File: config.mk
export PLATFORM = sky130hd
export DESIGN_NAME = dds_waveform_gen
export DESIGN_NICKNAME = d
export VERILOG_FILES = /design/src/rtl/dds_pkg.sv /design/src/rtl/sine_quarter_rom.sv /design/src/rtl/dds_waveform_gen.sv
export SDC_FILE = /design/constraint.sdc
export NUM_CORES = 1
export LEC_CHECK = 0
export CORE_MARGIN = 2
export CORE_UTILIZATION = 59
export CTS_CLUSTER_SIZE = 14
export DETAILED_ROUTE_END_ITERATION = 16
export PLACE_DENSITY_LB_ADDON = 0.08
export SYNTH_ARGS = -nofsm -noshare
export SYNTH_HDL_FRONTEND = slang
export SYNTH_HIERARCHICAL = 1
export SYNTH_SLANG_ARGS = --single-unit
File: constraint.sdc
create_clock -name clk -period 3.8 [get_ports clk]
set_input_delay 0.38 -clock clk [delete_from_list [all_inputs] [get_ports clk]]
set_output_delay 0.38 -clock clk [all_outputs]
set_load 0.02 [all_outputs]
File: src/rtl/dds_pkg.sv
// Shared definitions for the DDS waveform generator: mode encodings,
// default widths and the midscale helper used for the idle output level.
package dds_pkg;

  typedef enum logic [1:0] {
    MODE_SAW = 2'd0,
    MODE_TRI = 2'd1,
    MODE_SQR = 2'd2,
    MODE_SIN = 2'd3
  } dds_mode_e;

  localparam int ACC_W_DEF  = 32;
  localparam int OUT_W_DEF  = 8;
  localparam int LUT_AW_DEF = 8;

  // Offset-binary zero: only the MSB of a w-bit sample set.
  function automatic int unsigned midscale(input int unsigned w);
    return 32'd1 << (w - 1);
  endfunction

endpackage

File: src/rtl/sine_quarter_rom.sv
// Quarter-wave sine table with a registered read port. Entry i holds
// round((2^(OUT_W-1)-1) * sin(pi/2 * i / 2^LUT_AW)), built at elaboration.
module sine_quarter_rom #(
  parameter int LUT_AW = 8,
  parameter int OUT_W  = 8
) (
  input  logic              clk,
  input  logic [LUT_AW-1:0] addr,
  output logic [OUT_W-1:0]  data
);

  localparam int  DEPTH = 2 ** LUT_AW;
  localparam real HALF_PI = 3.14159265358979323846 / 2.0;
  localparam real AMP = (2.0 ** (OUT_W - 1)) - 1.0;

  logic [OUT_W-1:0] table_w [DEPTH];

  for (genvar i = 0; i < DEPTH; i++) begin : g_rom
    localparam real ANG = HALF_PI * i / (2.0 ** LUT_AW);
    localparam int  VAL = $rtoi(AMP * $sin(ANG) + 0.5);
    assign table_w[i] = OUT_W'(VAL);
  end

  logic [OUT_W-1:0] data_q;

  always_ff @(posedge clk) begin
    data_q <= table_w[addr];
  end

  assign data = data_q;

endmodule

File: src/rtl/dds_waveform_gen.sv
// Direct-digital-synthesis generator: phase accumulator (stage 1) followed by
// a registered shaping stage (stage 2) producing saw/triangle/square/sine.
module dds_waveform_gen
  import dds_pkg::*;
#(
  parameter int ACC_W  = ACC_W_DEF,
  parameter int OUT_W  = OUT_W_DEF,
  parameter int LUT_AW = LUT_AW_DEF
) (
  input  logic             clk,
  input  logic             reset,
  input  logic             enable,
  input  logic             sync_clear,
  input  logic [ACC_W-1:0] increment,
  input  logic [1:0]       mode,
  input  logic [OUT_W-1:0] duty,
  output logic [OUT_W-1:0] waveform,
  output logic             waveform_valid,
  output logic             cycle_start
);

  localparam logic [OUT_W-1:0] MID = OUT_W'(midscale(OUT_W));

  // Stage 1 state
  logic [ACC_W-1:0] acc_q, acc_d;
  logic             v1_q, v1_d;
  logic             c1_q, c1_d;
  dds_mode_e        mode_act_q, mode_act_d;
  logic [OUT_W-1:0] duty_act_q, duty_act_d;

  // Stage 2 state
  logic [OUT_W-1:0] shaped_q, shaped_d;
  logic             is_sine_q, is_sine_d;
  logic             sine_neg_q, sine_neg_d;
  logic             valid_q, cs_q;

  logic [ACC_W:0]   sum;
  logic             latch;

  // Mode and duty only move at wrap (or while idle) so a period is never
  // split between two shapes.
  always_comb begin
    sum        = {1'b0, acc_q} + {1'b0, increment};
    acc_d      = acc_q;
    v1_d       = 1'b0;
    c1_d       = 1'b0;
    latch      = 1'b0;
    if (sync_clear) begin
      acc_d = '0;
      latch = 1'b1;
    end else if (enable) begin
      acc_d = sum[ACC_W-1:0];
      v1_d  = 1'b1;
      c1_d  = sum[ACC_W];
      latch = sum[ACC_W];
    end else begin
      latch = 1'b1;
    end
    mode_act_d = latch ? dds_mode_e'(mode) : mode_act_q;
    duty_act_d = latch ? duty : duty_act_q;
  end

  logic [OUT_W-1:0]  saw_s;
  logic [OUT_W-1:0]  tri_s;
  logic              tri_t;
  logic [1:0]        quad;
  logic [LUT_AW-1:0] lut_a;
  logic [LUT_AW-1:0] rom_addr;
  logic [OUT_W-1:0]  rom_data;

  always_comb begin
    saw_s      = acc_q[ACC_W-1 -: OUT_W];
    tri_t      = acc_q[ACC_W-1];
    tri_s      = acc_q[ACC_W-2 -: OUT_W];
    quad       = acc_q[ACC_W-1 -: 2];
    lut_a      = acc_q[ACC_W-3 -: LUT_AW];
    rom_addr   = quad[0] ? ~lut_a : lut_a;
    shaped_d   = MID;
    is_sine_d  = 1'b0;
    sine_neg_d = quad[1];
    if (v1_q) begin
      case (mode_act_q)
        MODE_SAW: shaped_d = saw_s;
        MODE_TRI: shaped_d = tri_t ? ~tri_s : tri_s;
        MODE_SQR: shaped_d = (saw_s < duty_act_q) ? '1 : '0;
        MODE_SIN: is_sine_d = 1'b1;
        default:  shaped_d = MID;
      endcase
    end
  end

  // The ROM read shares the stage-2 edge, so sine has the same latency as
  // the other shapes; only the quadrant sign is applied after the register.
  sine_quarter_rom #(
    .LUT_AW(LUT_AW),
    .OUT_W (OUT_W)
  ) u_rom (
    .clk (clk),
    .addr(rom_addr),
    .data(rom_data)
  );

  always_ff @(posedge clk) begin
    if (reset) begin
      acc_q      <= '0;
      v1_q       <= 1'b0;
      c1_q       <= 1'b0;
      mode_act_q <= MODE_SAW;
      duty_act_q <= MID;
      shaped_q   <= MID;
      is_sine_q  <= 1'b0;
      sine_neg_q <= 1'b0;
      valid_q    <= 1'b0;
      cs_q       <= 1'b0;
    end else begin
      acc_q      <= acc_d;
      v1_q       <= v1_d;
      c1_q       <= c1_d;
      mode_act_q <= mode_act_d;
      duty_act_q <= duty_act_d;
      shaped_q   <= shaped_d;
      is_sine_q  <= is_sine_d;
      sine_neg_q <= sine_neg_d;
      valid_q    <= v1_q;
      cs_q       <= c1_q;
    end
  end

  // Output contract: a sample is meaningful only while waveform_valid is
  // high; when low, waveform sits at midscale. There is no back-pressure.
  assign waveform       = is_sine_q ? (sine_neg_q ? MID - rom_data : MID + rom_data)
                                    : shaped_q;
  assign waveform_valid = valid_q;
  assign cycle_start    = cs_q;

endmodule
==> metrics.txt, run 1 <==
status=completed; vias in the first global route=5365; Power Total=2200 uW; R2R setup slack=0.90 ns; fmax=336 MHz; slowest stage delay, CP=0.59 ns; Slew @ Worst Pin=1.08 ns; clock tree buffer depth=2; Internal Pwr Total=1420 uW; most used cell, CP=or3_1; CTS Hold Bufs=0; die area=10900 um^2; final setup vio count=0; Cells after Synth=768; Post-synth EDFFs=0; Final period util=78.3%; hpwl dp=11.1 mm; Die W=104 um; Synthesized Nets=863; Syn Std Cell Area=5930 um^2; # diodes=0; RSZ-0062 raised after global routing=no; Unique masters post-synth=78; Worst Path Max Fanout=3; Gate power share=34.5%; Max VDD drop=0.243 mV; Placed Cells=911; clk_lat worst skew=0.35 ns; slowest stage cell, crit path=clkdlybuf4s50_1; Critical Path RT=3.42 ns; gr usage total=27.9%; Worst Clk Skew=0.0144 ns; Critical Path AT=2.60 ns; power density over the cells=326 nW/um^2; post-route ant nets=0; Hold WS=0.456 ns; cell row count=36; leakage=0.00274 uW; Yosys warning total=6; initial antenna violation count=0; Critical Path End Type=primary output; final worst slack=0.825 ns; Post-synth ARST share=0%; Core Area=9770 um^2; average instance area after synthesis=7.72 um^2; Max Slew Vio Count=0; Iter 0 DRT Violations=463; Setup TNS Final=0 ns; WL final=15.4 mm; fraction of layout cells with a size suffix above 1=7.18%; CTS root buffer=clkbuf_8; vias per inst=6.31; Yosys reg bits=63; Fillers=863; Psw=775 uW; Final nets=884; grt ovf=0; Resized cells post-CTS=0; worst min-delay path category=reg -> reg; Post-synth top flop=dfxtp_1; fin cells=927; CTS tree=yes; clk slew on worst S/H paths=0.08 ns; WL/cell=16.6 um; clock group share of total power=31.3%; via count=5849; Reg power frac=34.2%; first-pass GRT wire length=25.3 mm; Hold Fails Final Rpt=0; Setup Buffers After CTS=0; Placement Setup Slack=0.503 ns; CTS H-tree depth=3; Worst Setup Start Kind=flop; Die H=104 um; CTS Buf Count=9; slew margin rel.=27.5%; Net Sw Frac=35.3%; GP Congestion=0.961; Residual DRC=0; largest net degree at the start of global routing=50; sequential area share after synthesis=21.3%; Clock Sinks=63; I/O Pins=56; Layout area overhead=13.7%; Initial Utilization=60.7%; critical path, cell by cell=or3_1 > or3_1 > o31ai_1 > xor2_1 > mux2_2 > clkdlybuf4s50_1; post-layout minimum cycle time=2.98 ns; Pre-antenna DRT Iters=5; critical path class=reg -> out; Port Buf Inserts=55; maxcap violations=0
==> area by class of cell <==
cell class,count,area (um^2),area share (%)
clock buffer,10,138,2.04
clock inverter,6,93.8,1.39
inverter,24,90.1,1.34
multi-input combinational,624,4340,64.4
sequential,63,1260,18.7
tap,133,166,2.47
timing repair buffer,67,653,9.69
==> cell families after synthesis <==
family | synth area share, %
multiplexers | 6.71
flip-flops | 21.3
buffers and inverters | 6.03
adder cells (fa/ha/maj) | 10.6
other | 0.0632
XOR/XNOR | 6.94
AND/OR/NAND/NOR | 20.9
AO/OA/AOI/OAI | 27.4
==> power by group through the flow <==
stage / Clock (uW) / Combinational (uW) / Sequential [uW]
after floorplan: 0 / 562 / 749
after global placement: 0 / 723 / 765
after detailed placement: 0 / 737 / 768
after CTS: 694 / 743 / 752
after global routing: 725 / 830 / 758
final: 689 / 757 / 752
==> Yosys cell counts (3+ instances only) <==
cell type | instances | area [um^2]
buf_4 | 6 | 45.0
nor4_1 | 4 | 25.0
a221oi_1 | 5 | 43.8
o21ai_0 | 44 | 220
o21bai_1 | 3 | 22.5
mux2i_1 | 33 | 330
or3_1 | 5 | 31.3
clkbuf_1 | 25 | 93.8
xor2_1 | 23 | 201
nand2b_1 | 40 | 250
nand3_1 | 25 | 125
buf_2 | 18 | 90.1
nor2b_1 | 13 | 81.3
o21a_1 | 4 | 30.0
nor2_1 | 65 | 244
nand2_1 | 53 | 199
a211oi_1 | 13 | 97.6
nand4_1 | 11 | 68.8
and2_1 | 4 | 25.0
a311oi_1 | 4 | 35.0
a21o_1 | 20 | 150
or2_2 | 5 | 31.3
o211ai_2 | 3 | 37.5
nor3_1 | 10 | 50.1
ha_1 | 48 | 601
o22ai_1 | 4 | 25.0
and3_1 | 3 | 18.8
inv_1 | 21 | 78.8
a31oi_1 | 6 | 37.5
o211ai_1 | 19 | 143
o221ai_1 | 5 | 43.8
a32oi_1 | 4 | 35.0
dfxtp_1 | 63 | 1260
o31ai_1 | 9 | 67.6
buf_1 | 6 | 22.5
xnor2_1 | 24 | 210
a21oi_1 | 62 | 310
a211o_1 | 3 | 26.3
mux2_2 | 4 | 45.0
==> placed cells by master, fill, tap and decap left out, types with 3 or more instances in the layout <==
cell type	netlist	routed
a211o_1	3	3
a211oi_1	13	13
a21o_1	20	20
a21oi_1	62	62
a221oi_1	5	5
a311oi_1	4	4
a31oi_1	6	6
a32oi_1	4	4
and2_1	4	4
and3_1	3	3
buf_4	6	11
clkbuf_8	0	10
clkdlybuf4s50_1	0	55
clkinv_4	0	3
dfxtp_1	63	63
ha_1	48	48
inv_1	21	21
mux2_2	4	4
mux2i_1	33	33
nand2_1	53	53
nand2b_1	40	40
nand3_1	25	25
nand4_1	11	11
nor2_1	65	65
nor2b_1	13	13
nor3_1	10	10
nor4_1	4	4
o211ai_1	19	19
o211ai_2	3	3
o21a_1	4	4
o21ai_0	44	44
o21bai_1	3	3
o221ai_1	5	5
o22ai_1	4	4
o31ai_1	9	9
or2_2	5	5
or3_1	5	5
xnor2_1	24	24
xor2_1	23	19
xor2_2	0	4
==> path summary, 6_finish.rpt <==
| path | endpoint | from | depth (start not counted) |
|---|---|---|---|
| max | waveform[7] | u_rom/data[1]$_DFF_P_ | 6 |
| min | cycle_start$_SDFF_PP0_ | c1_q$_SDFF_PP0_ | 1 |
| max reg2reg | u_rom/data[1]$_DFF_P_ | acc_q[30]$_SDFFE_PP0P_ | 8 |
| min reg2reg | cycle_start$_SDFF_PP0_ | c1_q$_SDFF_PP0_ | 1 |
==> sequential cells by signal, indices dropped and copies added, names as in the netlist <==
register,count
c1_q,1
sine_neg_q,1
shaped_q,8
duty_act_q,8
cycle_start,1
is_sine_q,1
v1_q,1
mode_act_q,2
acc_q,32
waveform_valid,1
u_rom/data,7
==> stage by stage <==
| stage | cell area [um^2] | util, % |
|---|---|---|
| 2_1_floorplan | 5930 | - |
| 3_3_place_gp | 6510 | 66.6 |
| 3_5_place_dp | 6510 | 66.6 |
| 4_1_cts | 6740 | 69.0 |
| 5_1_grt | 6740 | 69.0 |
| 6_report | 6740 | 69.0 |
==> critical path, delay by kind of cell (launching register included) <==
family / cells / cell delay [ns]
AND/OR/NAND/NOR: 2 / 0.73
buffers and inverters: 1 / 0.59
flip-flops: 1 / 0.32
AO/OA/AOI/OAI: 1 / 0.24
XOR/XNOR: 1 / 0.20
multiplexers: 1 / 0.17
==> layer usage <==
metal	share of wire, %	routed length (um)	vias to the layer above	GRT usage, %
li1	-	-	2846	-
met1	45	6900	2726	37.1
met2	47	7210	243	45.7
met3	6.5	997	34	4.07
met4	2.1	321	0	10.8
met5	0	0	-	0
No activity file was read; power rests on OpenSTA's default activity.
==> inputs of run 2 (changes only) <==
--- a/config.mk
+++ b/config.mk
@@ -6,7 +6,7 @@
 export NUM_CORES = 1
 export LEC_CHECK = 0
 export CORE_MARGIN = 2
-export CORE_UTILIZATION = 59
+export CORE_UTILIZATION = 53
 export CTS_CLUSTER_SIZE = 14
 export DETAILED_ROUTE_END_ITERATION = 16
 export PLACE_DENSITY_LB_ADDON = 0.08
==> constraint.sdc (replaced) <==
create_clock -name clk -period 2.62 [get_ports clk]
set_input_delay 0.262 -clock clk [delete_from_list [all_inputs] [get_ports clk]]
set_output_delay 0.262 -clock clk [all_outputs]
set_load 0.02 [all_outputs]
==> metrics.txt, run 2 (synthesized netlist as in run 1, its figures left out) <==
power density over the cells=425 nW/um^2 (was 326 nW/um^2); Layout area overhead=27.7% (was 13.7%); Hold Crit Depth=4 (was 1); Final Cell Area=7570 um^2 (was 6740 um^2); most common cell after layout, fill and taps aside=buf_4 (was nor2_1); CTS tree=yes (unchanged); Util after Layout=69.6% (was 69.0%); Worst Path Max Fanout=5 (was 3); Placed Cells=1018 (was 911); Placement Setup Slack=-0.409 ns (was 0.503 ns); Internal Pwr Total=2020 uW (was 1420 uW); fraction of layout cells with a size suffix above 1=19.0% (was 7.18%); CTS H-tree depth=3 (unchanged); Iter 0 DRT Violations=344 (was 463); leakage=0.00325 uW (was 0.00274 uW); met3 wire length=769 um (was 997 um); die area=12000 um^2 (was 10900 um^2); Largest register FFs=32 (unchanged); R2R setup slack=0.06 ns (was 0.90 ns); final worst slack=0.0600 ns (was 0.825 ns); fmax=391 MHz; WL final=17.8 mm (was 15.4 mm); Reg power frac=33.7% (was 34.2%); Critical Path End Type=flop (was primary output); CTS Buf Count=9 (unchanged); final setup vio count=0 (unchanged); worst min-delay path category=in -> reg (was reg -> reg); hpwl dp=13.4 mm (was 11.1 mm); Port Buf Inserts=55 (unchanged); fin cells=1037 (was 927); worst hold path startpoint=increment[0] (was c1_q$_SDFF_PP0_); # diodes=0 (unchanged); RSZ-0062 raised after global routing=yes (was no); I/O Pins=56 (unchanged); Routed met1 length=7.36 mm (was 6.90 mm); Max VDD drop=0.391 mV (was 0.243 mV); Die W=110 um (was 104 um); WHS Endpoint=acc_q[0]$_SDFFE_PP0P_ (was cycle_start$_SDFF_PP0_); clock tree buffer depth=2 (unchanged); Worst Clk Skew=0.0158 ns (was 0.0144 ns); Placed Area=7310 um^2 (was 6510 um^2); post-route ant nets=0 (unchanged); worst reg-to-reg path cell count=11 (was 8); WL/cell=17.1 um (was 16.6 um); Die H=110 um (was 104 um); largest net degree at the start of global routing=34 (was 50); Critical Path AT=2.87 ns (was 2.60 ns); Clock Sinks=63 (unchanged); register area=1260 um^2 (about the same); vias in the first global route=6009 (was 5365); Hold WS=0.327 ns (was 0.456 ns); first-pass GRT wire length=28.5 mm (was 25.3 mm); Reg2Reg Capture Point=mode_act_q[1]$_SDFFE_PP0P_ (was u_rom/data[1]$_DFF_P_); gr usage total=30.2% (was 27.9%); Gate power share=41.3% (was 34.5%); routed wl met2=8.95 mm (was 7.21 mm); Psw=1190 uW (was 775 uW); grt ovf=0 (unchanged); Top Registers=acc_q x32, duty_act_q x8, shaped_q x8 (unchanged); vias per inst=5.90 (was 6.31); Worst Setup Start Kind=flop (unchanged); status=completed (unchanged); CTS root buffer=clkbuf_8 (unchanged); Initial Utilization=54.5% (was 60.7%); Core Area=10900 um^2 (was 9770 um^2); clk slew on worst S/H paths=0.08 ns (about the same); Net Sw Frac=37.0% (was 35.3%); via count=6122 (was 5849); critical path class=reg -> reg (was reg -> out); most frequent cells in the layout=111 x buf_4, 64 x nor2_1, 62 x a21oi_1, 61 x dfxtp_1, 53 x nand2_1 (was 65 x nor2_1, 63 x dfxtp_1, 62 x a21oi_1, 55 x clkdlybuf4s50_1, 53 x nand2_1); clk_lat worst skew=0.38 ns (was 0.35 ns); Fillers=880 (was 863); Final period util=97.7%; Hold Fails Final Rpt=0 (unchanged); Pre-antenna DRT Iters=5 (unchanged); Multi-input gate area=4410 um^2 (was 4340 um^2); Final nets=987 (was 884); Critical Path RT=2.93 ns (was 3.42 ns); maxcap violations=0 (unchanged); reg2reg start=acc_q[0]$_SDFFE_PP0P_ (was acc_q[30]$_SDFFE_PP0P_); top sig layer=met4 (unchanged); Residual DRC=0 (unchanged); initial antenna violation count=0 (unchanged); cell row count=38 (was 36); clock group share of total power=24.9% (was 31.3%); Largest Register=acc_q (unchanged); GP Congestion=0.936 (was 0.961); post-layout minimum cycle time=2.56 ns; CTS Hold Bufs=0 (unchanged); Max Slew Vio Count=0 (unchanged)
-- run 2: power groups by stage --
stage	registers [uW]	logic [uW]	clock network, uW
global placement	1100	1260	0
global route	1090	1450	850
CTS	1080	1310	815
detailed placement	1100	1290	0
finish	1080	1330	802
floorplan	1090	816	0
-- run 2: cell type report --
cell class	count	share of cell area [%]
clock buffer	11	1.87
clock inverter	5	0.446
inverter	24	1.19
multi-input combinational	624	58.2
sequential	63	16.7
tap	140	2.31
timing repair buffer	170	19.3
-- run 2: worst max path at each step --
stage / depth (start not counted) / to / start
after global routing: 11 / duty_act_q[1]$_SDFFE_PP0P_ / acc_q[0]$_SDFFE_PP0P_
final: 11 / mode_act_q[1]$_SDFFE_PP0P_ / acc_q[0]$_SDFFE_PP0P_
after global placement: 12 / duty_act_q[4]$_SDFFE_PP0P_ / increment[0]
after CTS: 6 / waveform[5] / u_rom/data[1]$_DFF_P_
after detailed placement: 12 / duty_act_q[4]$_SDFFE_PP0P_ / increment[0]
after floorplan: 9 / u_rom/data[1]$_DFF_P_ / acc_q[30]$_SDFFE_PP0P_
-- run 2: per-layer routing --
| metal | global-route usage [%] | up-vias |
|---|---|---|
| met5 | 0 | - |
| met3 | 6.28 | 52 |
| met1 | 35.7 | 2845 |
| met4 | 13.9 | 0 |
| met2 | 52.2 | 176 |
| li1 | - | 3049 |
-- run 2: stage by stage --
stage               TNS, ns  total power [uW]
detailed placement    -5.74              2400
floorplan                 0              1900
global route         -0.560              3390
CTS                       0              3200
finish                    0              3220
global placement      -4.16              2360
-- run 2: worst max-delay path: stages, from the launching register on --
cell	delay (ns)
dfxtp_2	0.34
ha_4	0.16
fa_2	0.35
a211oi_2	0.21
nor2_2	0.08
o211ai_2	0.20
o21ba_4	0.17
o21a_4	0.14
o211ai_2	0.10
a211oi_2	0.31
buf_4	0.23
mux2i_1	0.18
-- run 2: timing repair --
action	4_1_cts	5_1_grt
setup endpoints to repair	11	18
gates cloned	1	0
pin swaps	1	0
resized for setup	7	10
setup buffers	2	0
